[src/rtl/multicycle_control.sv]
// Control FSM for the multicycle MIPS datapath: fetch, decode, execute, memory and writeback sequencing.
// Latency: strobes are decoded combinationally from the registered state and the latched IR fields.
// Backpressure: FETCH/MEM_RD/MEM_WR wait on memReady_i and abort to FETCH after MEM_TIMEOUT wait cycles.
// Optional feature: define CTRL_ILLEGAL_TRAP_EN to park unknown opcodes in TRAP until reset.

module multicycle_control #(
    parameter int MEM_TIMEOUT = 15,
    parameter int TO_W        = 4
) (
    input  logic       clk_i,
    input  logic       rstn_i,
    input  logic [5:0] opcode_i,
    input  logic [5:0] funct_i,
    input  logic       rotation_i,
    input  logic       zero_i,
    input  logic       memReady_i,
    output logic       pcWrite_o,
    output logic       pcSrc_o,
    output logic       irWrite_o,
    output logic       iorD_o,
    output logic       memRead_o,
    output logic       memWrite_o,
    output logic       regWrite_o,
    output logic       regDst_o,
    output logic       memToReg_o,
    output logic       aluSrcA_o,
    output logic       aluSrcB_o,
    output logic [3:0] aluOp_o,
    output logic       instrDone_o,
    output logic       memErr_o,
    output logic [3:0] state_o
);

    localparam logic [5:0] OP_RTYPE = 6'b000000;
    localparam logic [5:0] OP_BEQ   = 6'b000100;
    localparam logic [5:0] OP_ADDI  = 6'b001000;
    localparam logic [5:0] OP_SLTI  = 6'b001010;
    localparam logic [5:0] OP_ANDI  = 6'b001100;
    localparam logic [5:0] OP_ORI   = 6'b001101;
    localparam logic [5:0] OP_XORI  = 6'b001110;
    localparam logic [5:0] OP_LW    = 6'b100011;
    localparam logic [5:0] OP_SW    = 6'b101011;

    localparam logic [5:0] FN_SLL   = 6'b000000;
    localparam logic [5:0] FN_SRL   = 6'b000010;

    localparam logic [TO_W-1:0] TIMEOUT_VAL = TO_W'(MEM_TIMEOUT);

    typedef enum logic [3:0] {
        S_IDLE   = 4'd0,
        S_FETCH  = 4'd1,
        S_DECODE = 4'd2,
        S_EXEC   = 4'd3,
        S_MEM_RD = 4'd4,
        S_MEM_WR = 4'd5,
        S_WB_ALU = 4'd6,
        S_WB_MEM = 4'd7,
`ifdef CTRL_ILLEGAL_TRAP_EN
        S_BRANCH = 4'd8,
        S_TRAP   = 4'd9
`else
        S_BRANCH = 4'd8
`endif
    } state_t;

    state_t          r_state;
    state_t          w_state_nxt;
    logic [5:0]      r_opcode;
    logic [5:0]      r_funct;
    logic            r_rotation;
    logic [TO_W-1:0] r_wait_cnt;

    logic       w_mem_state;
    logic       w_timeout;
    logic [3:0] w_alu_op;
    logic       w_alu_src_a;
    logic       w_alu_src_b;

    logic       w_pc_write;
    logic       w_pc_src;
    logic       w_ir_write;
    logic       w_iord;
    logic       w_mem_read;
    logic       w_mem_write;
    logic       w_reg_write;
    logic       w_reg_dst;
    logic       w_mem_to_reg;
    logic       w_src_a;
    logic       w_src_b;
    logic [3:0] w_op;
    logic       w_done;
    logic       w_err;

    // States that issue a memory access and therefore run the wait counter
    assign w_mem_state = (r_state == S_FETCH) || (r_state == S_MEM_RD) || (r_state == S_MEM_WR);
    assign w_timeout   = w_mem_state && !memReady_i && (r_wait_cnt == TIMEOUT_VAL);

    // State register
    always_ff @(posedge clk_i or negedge rstn_i) begin
        if (!rstn_i) begin
            r_state <= S_IDLE;
        end else begin
            r_state <= w_state_nxt;
        end
    end

    // Capture the IR fields while decoding so later states see a stable instruction
    always_ff @(posedge clk_i or negedge rstn_i) begin
        if (!rstn_i) begin
            r_opcode   <= '0;
            r_funct    <= '0;
            r_rotation <= 1'b0;
        end else if (r_state == S_DECODE) begin
            r_opcode   <= opcode_i;
            r_funct    <= funct_i;
            r_rotation <= rotation_i;
        end
    end

    // Wait counter: counts stalled cycles; any exit (ready or timeout) or non-memory state clears it
    always_ff @(posedge clk_i or negedge rstn_i) begin
        if (!rstn_i) begin
            r_wait_cnt <= '0;
        end else if (w_mem_state && !memReady_i && !w_timeout) begin
            r_wait_cnt <= r_wait_cnt + 1'b1;
        end else begin
            r_wait_cnt <= '0;
        end
    end

    // ALU control decode from the latched instruction fields
    always_comb begin
        w_alu_op    = 4'b0000;
        w_alu_src_a = 1'b0;
        w_alu_src_b = 1'b0;
        case (r_opcode)
            OP_RTYPE: begin
                case (r_funct)
                    FN_SLL: begin
                        w_alu_op    = 4'b1000;
                        w_alu_src_a = 1'b1;
                    end
                    FN_SRL: begin
                        w_alu_op    = r_rotation ? 4'b1011 : 4'b1001;
                        w_alu_src_a = 1'b1;
                    end
                    default: w_alu_op = 4'b0010;
                endcase
            end
            OP_ADDI: begin
                w_alu_op    = 4'b0011;
                w_alu_src_b = 1'b1;
            end
            OP_ANDI: begin
                w_alu_op    = 4'b0100;
                w_alu_src_b = 1'b1;
            end
            OP_ORI: begin
                w_alu_op    = 4'b0101;
                w_alu_src_b = 1'b1;
            end
            OP_SLTI: begin
                w_alu_op    = 4'b0110;
                w_alu_src_b = 1'b1;
            end
            OP_XORI: begin
                w_alu_op    = 4'b0111;
                w_alu_src_b = 1'b1;
            end
            OP_LW, OP_SW: begin
                w_alu_op    = 4'b0000;
                w_alu_src_b = 1'b1;
            end
            OP_BEQ: w_alu_op = 4'b0001;
            default: w_alu_op = 4'b0000;
        endcase
    end

    // Next-state and per-state datapath strobes
    always_comb begin
        w_state_nxt  = r_state;
        w_pc_write   = 1'b0;
        w_pc_src     = 1'b0;
        w_ir_write   = 1'b0;
        w_iord       = 1'b0;
        w_mem_read   = 1'b0;
        w_mem_write  = 1'b0;
        w_reg_write  = 1'b0;
        w_reg_dst    = 1'b0;
        w_mem_to_reg = 1'b0;
        w_src_a      = 1'b0;
        w_src_b      = 1'b0;
        w_op         = 4'b0000;
        w_done       = 1'b0;
        w_err        = 1'b0;
        case (r_state)
            S_IDLE: w_state_nxt = S_FETCH;
            S_FETCH: begin
                w_mem_read = 1'b1;
                if (memReady_i) begin
                    w_ir_write  = 1'b1;
                    w_pc_write  = 1'b1;
                    w_state_nxt = S_DECODE;
                end else if (w_timeout) begin
                    w_err       = 1'b1;
                    w_state_nxt = S_FETCH;
                end
            end
            S_DECODE: begin
                case (opcode_i)
                    OP_BEQ: w_state_nxt = S_BRANCH;
                    OP_RTYPE, OP_ADDI, OP_ANDI, OP_ORI, OP_SLTI, OP_XORI, OP_LW, OP_SW:
                        w_state_nxt = S_EXEC;
`ifdef CTRL_ILLEGAL_TRAP_EN
                    default: w_state_nxt = S_TRAP;
`else
                    default: w_state_nxt = S_FETCH;
`endif
                endcase
            end
            S_EXEC: begin
                w_src_a = w_alu_src_a;
                w_src_b = w_alu_src_b;
                w_op    = w_alu_op;
                case (r_opcode)
                    OP_LW:   w_state_nxt = S_MEM_RD;
                    OP_SW:   w_state_nxt = S_MEM_WR;
                    default: w_state_nxt = S_WB_ALU;
                endcase
            end
            S_MEM_RD: begin
                w_mem_read = 1'b1;
                w_iord     = 1'b1;
                if (memReady_i) begin
                    w_state_nxt = S_WB_MEM;
                end else if (w_timeout) begin
                    w_err       = 1'b1;
                    w_state_nxt = S_FETCH;
                end
            end
            S_MEM_WR: begin
                w_iord = 1'b1;
                // Withdraw the write on the abort cycle so a late memory cannot commit it
                w_mem_write = !w_timeout;
                if (memReady_i) begin
                    w_done      = 1'b1;
                    w_state_nxt = S_FETCH;
                end else if (w_timeout) begin
                    w_err       = 1'b1;
                    w_state_nxt = S_FETCH;
                end
            end
            S_WB_ALU: begin
                w_reg_write = 1'b1;
                w_reg_dst   = (r_opcode == OP_RTYPE);
                w_src_a     = w_alu_src_a;
                w_src_b     = w_alu_src_b;
                w_op        = w_alu_op;
                w_done      = 1'b1;
                w_state_nxt = S_FETCH;
            end
            S_WB_MEM: begin
                w_reg_write  = 1'b1;
                w_mem_to_reg = 1'b1;
                w_src_a      = w_alu_src_a;
                w_src_b      = w_alu_src_b;
                w_op         = w_alu_op;
                w_done       = 1'b1;
                w_state_nxt  = S_FETCH;
            end
            S_BRANCH: begin
                w_op        = 4'b0001;
                w_pc_write  = zero_i;
                w_pc_src    = zero_i;
                w_done      = 1'b1;
                w_state_nxt = S_FETCH;
            end
`ifdef CTRL_ILLEGAL_TRAP_EN
            S_TRAP: w_state_nxt = S_TRAP;
`endif
            default: w_state_nxt = S_IDLE;
        endcase
    end

    assign pcWrite_o   = w_pc_write;
    assign pcSrc_o     = w_pc_src;
    assign irWrite_o   = w_ir_write;
    assign iorD_o      = w_iord;
    assign memRead_o   = w_mem_read;
    assign memWrite_o  = w_mem_write;
    assign regWrite_o  = w_reg_write;
    assign regDst_o    = w_reg_dst;
    assign memToReg_o  = w_mem_to_reg;
    assign aluSrcA_o   = w_src_a;
    assign aluSrcB_o   = w_src_b;
    assign aluOp_o     = w_op;
    assign instrDone_o = w_done;
    assign memErr_o    = w_err;
    assign state_o     = r_state;

endmodule
[config.mk]
export PLATFORM = sky130hd
export DESIGN_NAME = multicycle_control
export DESIGN_NICKNAME = d
export VERILOG_FILES = /design/src/rtl/multicycle_control.sv
export SDC_FILE = /design/constraint.sdc
export NUM_CORES = 1
export LEC_CHECK = 0
export CAP_MARGIN = 10
export CORE_MARGIN = 10
export CORE_UTILIZATION = 49
export CTS_BUF_LIST = sky130_fd_sc_hd__clkbuf_4
export DETAILED_ROUTE_END_ITERATION = 10
export PLACE_DENSITY_LB_ADDON = 0.1
export SKIP_CTS_REPAIR_TIMING = 1
export SLEW_MARGIN = 20
export SYNTH_ARGS = -nofsm -noshare
export SYNTH_HDL_FRONTEND = slang
export SYNTH_SLANG_ARGS = --single-unit
[constraint.sdc]
create_clock -name clk_i -period 1.6 [get_ports clk_i]
set_input_delay 0.32 -clock clk_i [delete_from_list [all_inputs] [get_ports clk_i]]
set_output_delay 0.32 -clock clk_i [all_outputs]
set_load 0.02 [all_outputs]
==> results of run 1 <==
==> cell families after synthesis <==
| group | share of synthesized area |
|---|---|
| AND/OR/NAND/NOR | 0.292 |
| AO/OA/AOI/OAI | 0.107 |
| flip-flops | 0.405 |
| multiplexers | 0.119 |
| buffers and inverters | 0.0405 |
| XOR/XNOR | 0.0270 |
| adder cells (fa/ha/maj) | 0.00965 |
==> per-stage QoR <==
stage,cells,instance area (um^2),setup slack (ns),TNS [ns]
3_5_place_dp,234,2090,-0.866,-9.08
3_3_place_gp,234,2090,-0.788,-8.34
4_1_cts,238,2120,-1.02,-15.38
2_1_floorplan,136,1430,-0.133,-0.494
==> flow_summary.yaml, run 1 <==
run_status:
  outcome: "did not finish"
  lastStage: "global routing"
  error_message: "[ERROR DPL-0033] detailed placement checks failed during check placement."
grt:
  antenna_found_initial: 0
  grt_start_max_net_pins: 22
yosys:
  ys_warn_count: 0
  ys.flop_type: "dfrtp_1"
  seq_area_frac_synth: 0.405
  syn_area_per_cell_um2: 9.53
  synthTopCellsByArea: "dfrtp_1 (41%), mux2_2 (6.1%), mux2_4 (5.8%), nor2_1 (5.5%), o21ai_0 (3.5%)"
  yosys.area.top_type: "dfrtp_1"
  synth_edf_count: 0
  ys_types: 39
  netlist_area_um2: 1300
  synth_most_common_cell: "dfrtp_1"
  postSynth.asyncResetShare: 1.00
  syn_inst: 136
  yosys.area.top_type_share: 0.405
  ys_top_cells_by_count: "dfrtp_1 (21), nor2_1 (19), nand2_1 (9), o21ai_0 (9), mux2_2 (7)"
  syn_nets: 154
  synth-seq-cells: 21
floorplan:
  start_util: 0.519
  ioPinCount: 38
  num_rows: 18
  fp.dieW_um: 71.4
  die_h_um: 71.4
clocking:
  clockBufferDepth: 2
  cts_max_level: 1
  root_buffer: "clkbuf_4"
  cts_made_buffers: 3
  cts_sinks: 21
timing:
  endpoint_type: "output port"
  crit_endpoint: "aluOp_o[0]"
placed_design:
  io_buffers: 37
  gp_congestion: 0.814
  post-dp-hpwl_um: 3160
==> run 2: changes to the inputs <==
Settings changed: CORE_AREA set to 10 10 71 73, CORE_MARGIN 10 to unset, CORE_UTILIZATION 49 to unset, CTS_BUF_LIST sky130_fd_sc_hd__clkbuf_4 to unset, DIE_AREA set to 0 0 81 83, PLACE_DENSITY_LB_ADDON 0.1 to 0.15.
==> run 2 against run 1 <==
The flow now finishes, with violations (negative setup slack); synthesized cell count stayed put; area after synthesis stayed put.
==> flow_summary.yaml, run 2 <==
clocking:
  cts_max_level: 1
  cts_sinks: 21
  clockBufferDepth: 2
  cts_made_buffers: 3
  path_clk_slew_ns: 0.08
  clk_latency_ns: 0.26
  cts_tree: "done"
  root_buffer: "clkbuf_8"
placed_design:
  io_buffers: 37
  gp_congestion: 0.808
  post-dp-hpwl_um: 3220
  dp_slack_ns: -0.820
yosys:
  netlist_area_um2: 1300
  synth_most_common_cell: "dfrtp_1"
  postSynth.asyncResetShare: 1.00
  syn_area_per_cell_um2: 9.53
  yosys.area.top_type: "dfrtp_1"
  yosys.area.top_type_share: 0.405
  seq_area_frac_synth: 0.405
  syn_inst: 136
  ys_warn_count: 0
  synth_edf_count: 0
  syn_nets: 154
  synth-xor-area-share: 0.0270
  ys_top_cells_by_count: "dfrtp_1 (21), nor2_1 (19), nand2_1 (9), o21ai_0 (9), mux2_2 (7)"
  synthMuxAreaShare: 0.119
  synthTopCellsByArea: "dfrtp_1 (41%), mux2_2 (6.1%), mux2_4 (5.8%), nor2_1 (5.5%), o21ai_0 (3.5%)"
  synth_adder_area_share: 0.00965
  ys_types: 39
  ys.flop_type: "dfrtp_1"
  synth-simple-area-share: 0.292
  synth_top_family_by_area: "simple AND/OR/NAND/NOR gates"
  synth-seq-cells: 21
  synth_compound_area_frac: 0.107
critical_path:
  cp_slowest_cell: "dfrtp_2"
  reg2reg_slack_ns: -0.03
  r2r_cells: 4
  critPathKind: "reg2out"
  cp_max_fo: 5
  crit_chain: "buf_6, nor2b_1, o22ai_1, and3_1, a211o_4, buf_6"
  cpLargestDelayFamily: "flip-flops"
  start_kind: "register"
  reg2reg_to: "r_opcode[3]"
  cp.arrival_ns: 1.68
  r2r_start: "state_o[2]"
  max_stage_delay_ns: 0.46
  crit_top_cell: "buf_6"
  critPathBufInv: 2
  end_kind: "output port"
  required_ns: 1.28
cells_and_area:
  postLayoutCoreUtil: 0.670
  final_cell_mix: "buf_4 (45), buf_6 (23), clkdlybuf4s50_1 (15)"
  nNetsFinal: 240
  drive_above_1_share: 0.557
  layout_commonest_cell: "buf_4"
  antenna_cells: 0
  area_growth_pct: 87.8
  reg_top3: "r_funct x6, r_opcode x6"
run_status:
  failed_checks: "negative setup slack"
  outcome: "complete, but fails checks"
run:
  cap_viol_max_count: 0
drt:
  wl_um: 4250
  antenna_left: 0
  drtPass1Iterations: 4
  drt_iter0_drc: 67
  vias: 1350
  wl_per_cell_um: 15.8
  drc_errors: 0
  drt-vias-per-instance: 5.02
timing:
  rsz0062_at_grt: "true"
  finalSetupViolCount: 22
  worst_pin_slew_ns: 0.393
  finClkSkew_ns: 0.00251
  finalWorstSetupSlack_ns: -0.405
  finalCriticalPeriod_ns: 2.00
  hold_violations: 0
  fin_tns_setup_ns: -3.60
  slew_headroom: 0.735
  drv_slew: 0
  timing.fmax_mhz: 499
  finalCritPeriodShare: 1.25
floorplan:
  core_um2: 3630
  start_util: 0.357
  num_rows: 22
  ioPinCount: 38
  die_h_um: 83
  fp.dieW_um: 81
  die_area_um2: 6720
worst_hold_path:
  hold_path_class: "in2reg"
  hold_path_end: "r_wait_cnt[2]"
  min_path_cells: 3
  min-delay-start: "memReady_i"
grt:
  first_global_vias: 1418
  globalRouteOverflowTotal: 0
  antenna_found_initial: 0
  track_usage: 0.117
  met1_usage: 0.145
  gr-usage-met2: 0.184
  grt_pass1_wl_um: 6510
  grtUsageMet3: 0.0334
  top_usage_layer: "met2"
  grt_start_max_net_pins: 22
power_and_ir_drop:
  total_power_mw: 4.07
  power_density_nw_per_um2: 1670
  ir_drop_mv: 0.961
  power.leakage_nw: 1.13
run 2: layer usage:
layer | part of all wire | routed length [um]
met1 | 0.42 | 1780
met2 | 0.51 | 2160
met3 | 0.053 | 227
met4 | 0.019 | 80
met5 | 0 | 0
run 2: power breakdown:
group	switching (mW)	leakage, nW	internal (mW)
Clock	0.168	0.0228	0.177
Combinational	1.20	0.853	1.49
Sequential	0.271	0.250	0.767
Total	1.64	1.13	2.43
run 2: worst max path at each step:
stage / from / end / slack, ns / depth (start not counted)
floorplan: state_o[3] / memWrite_o / -0.13 / 4
global placement: memReady_i / memErr_o / -0.79 / 4
detailed placement: memReady_i / memErr_o / -0.82 / 4
CTS: r_opcode[2] / aluOp_o[0] / -0.95 / 5
global route: r_opcode[3] / aluOp_o[0] / -0.48 / 6
finish: r_opcode[3] / aluOp_o[0] / -0.40 / 6
run 2: worst reg2reg max path, stage by stage (launching register included):
cell	delay, ns
dfrtp_2	0.46
buf_6	0.16
buf_6	0.13
or3_4	0.44
mux2_4	0.33
run 2: per-stage QoR:
step / std cells / cell area (um^2) / hold WS [ns]
CTS: 259 / 2180 / 0.416
detailed placement: 255 / 2130 / 0.501
global route: 269 / 2430 / 0.410
global placement: 255 / 2130 / 0.490
finish: 269 / 2430 / 0.401
floorplan: 136 / 1430 / 0.0244
run 2: area by class of cell:
| type | count | area (um^2) |
|---|---|---|
| clock buffers | 4 | 45.0 |
| multi-input cells | 104 | 955 |
| flip-flops and latches | 21 | 534 |
| repair buffers | 89 | 830 |
| fillers | 306 | 1200 |
| inverters | 3 | 11.3 |
| well taps | 48 | 60.1 |
run 2: cell families (layout without fill, tap and decap cells):
kind of cell / Yosys count / count (layout)
AND/OR/NAND/NOR: 66 / 66
AO/OA/AOI/OAI: 21 / 21
flip-flops: 21 / 21
multiplexers: 12 / 12
buffers and inverters: 11 / 96
XOR/XNOR: 4 / 4
adder cells (fa/ha/maj): 1 / 1
No activity file was read; power rests on OpenSTA's default activity.
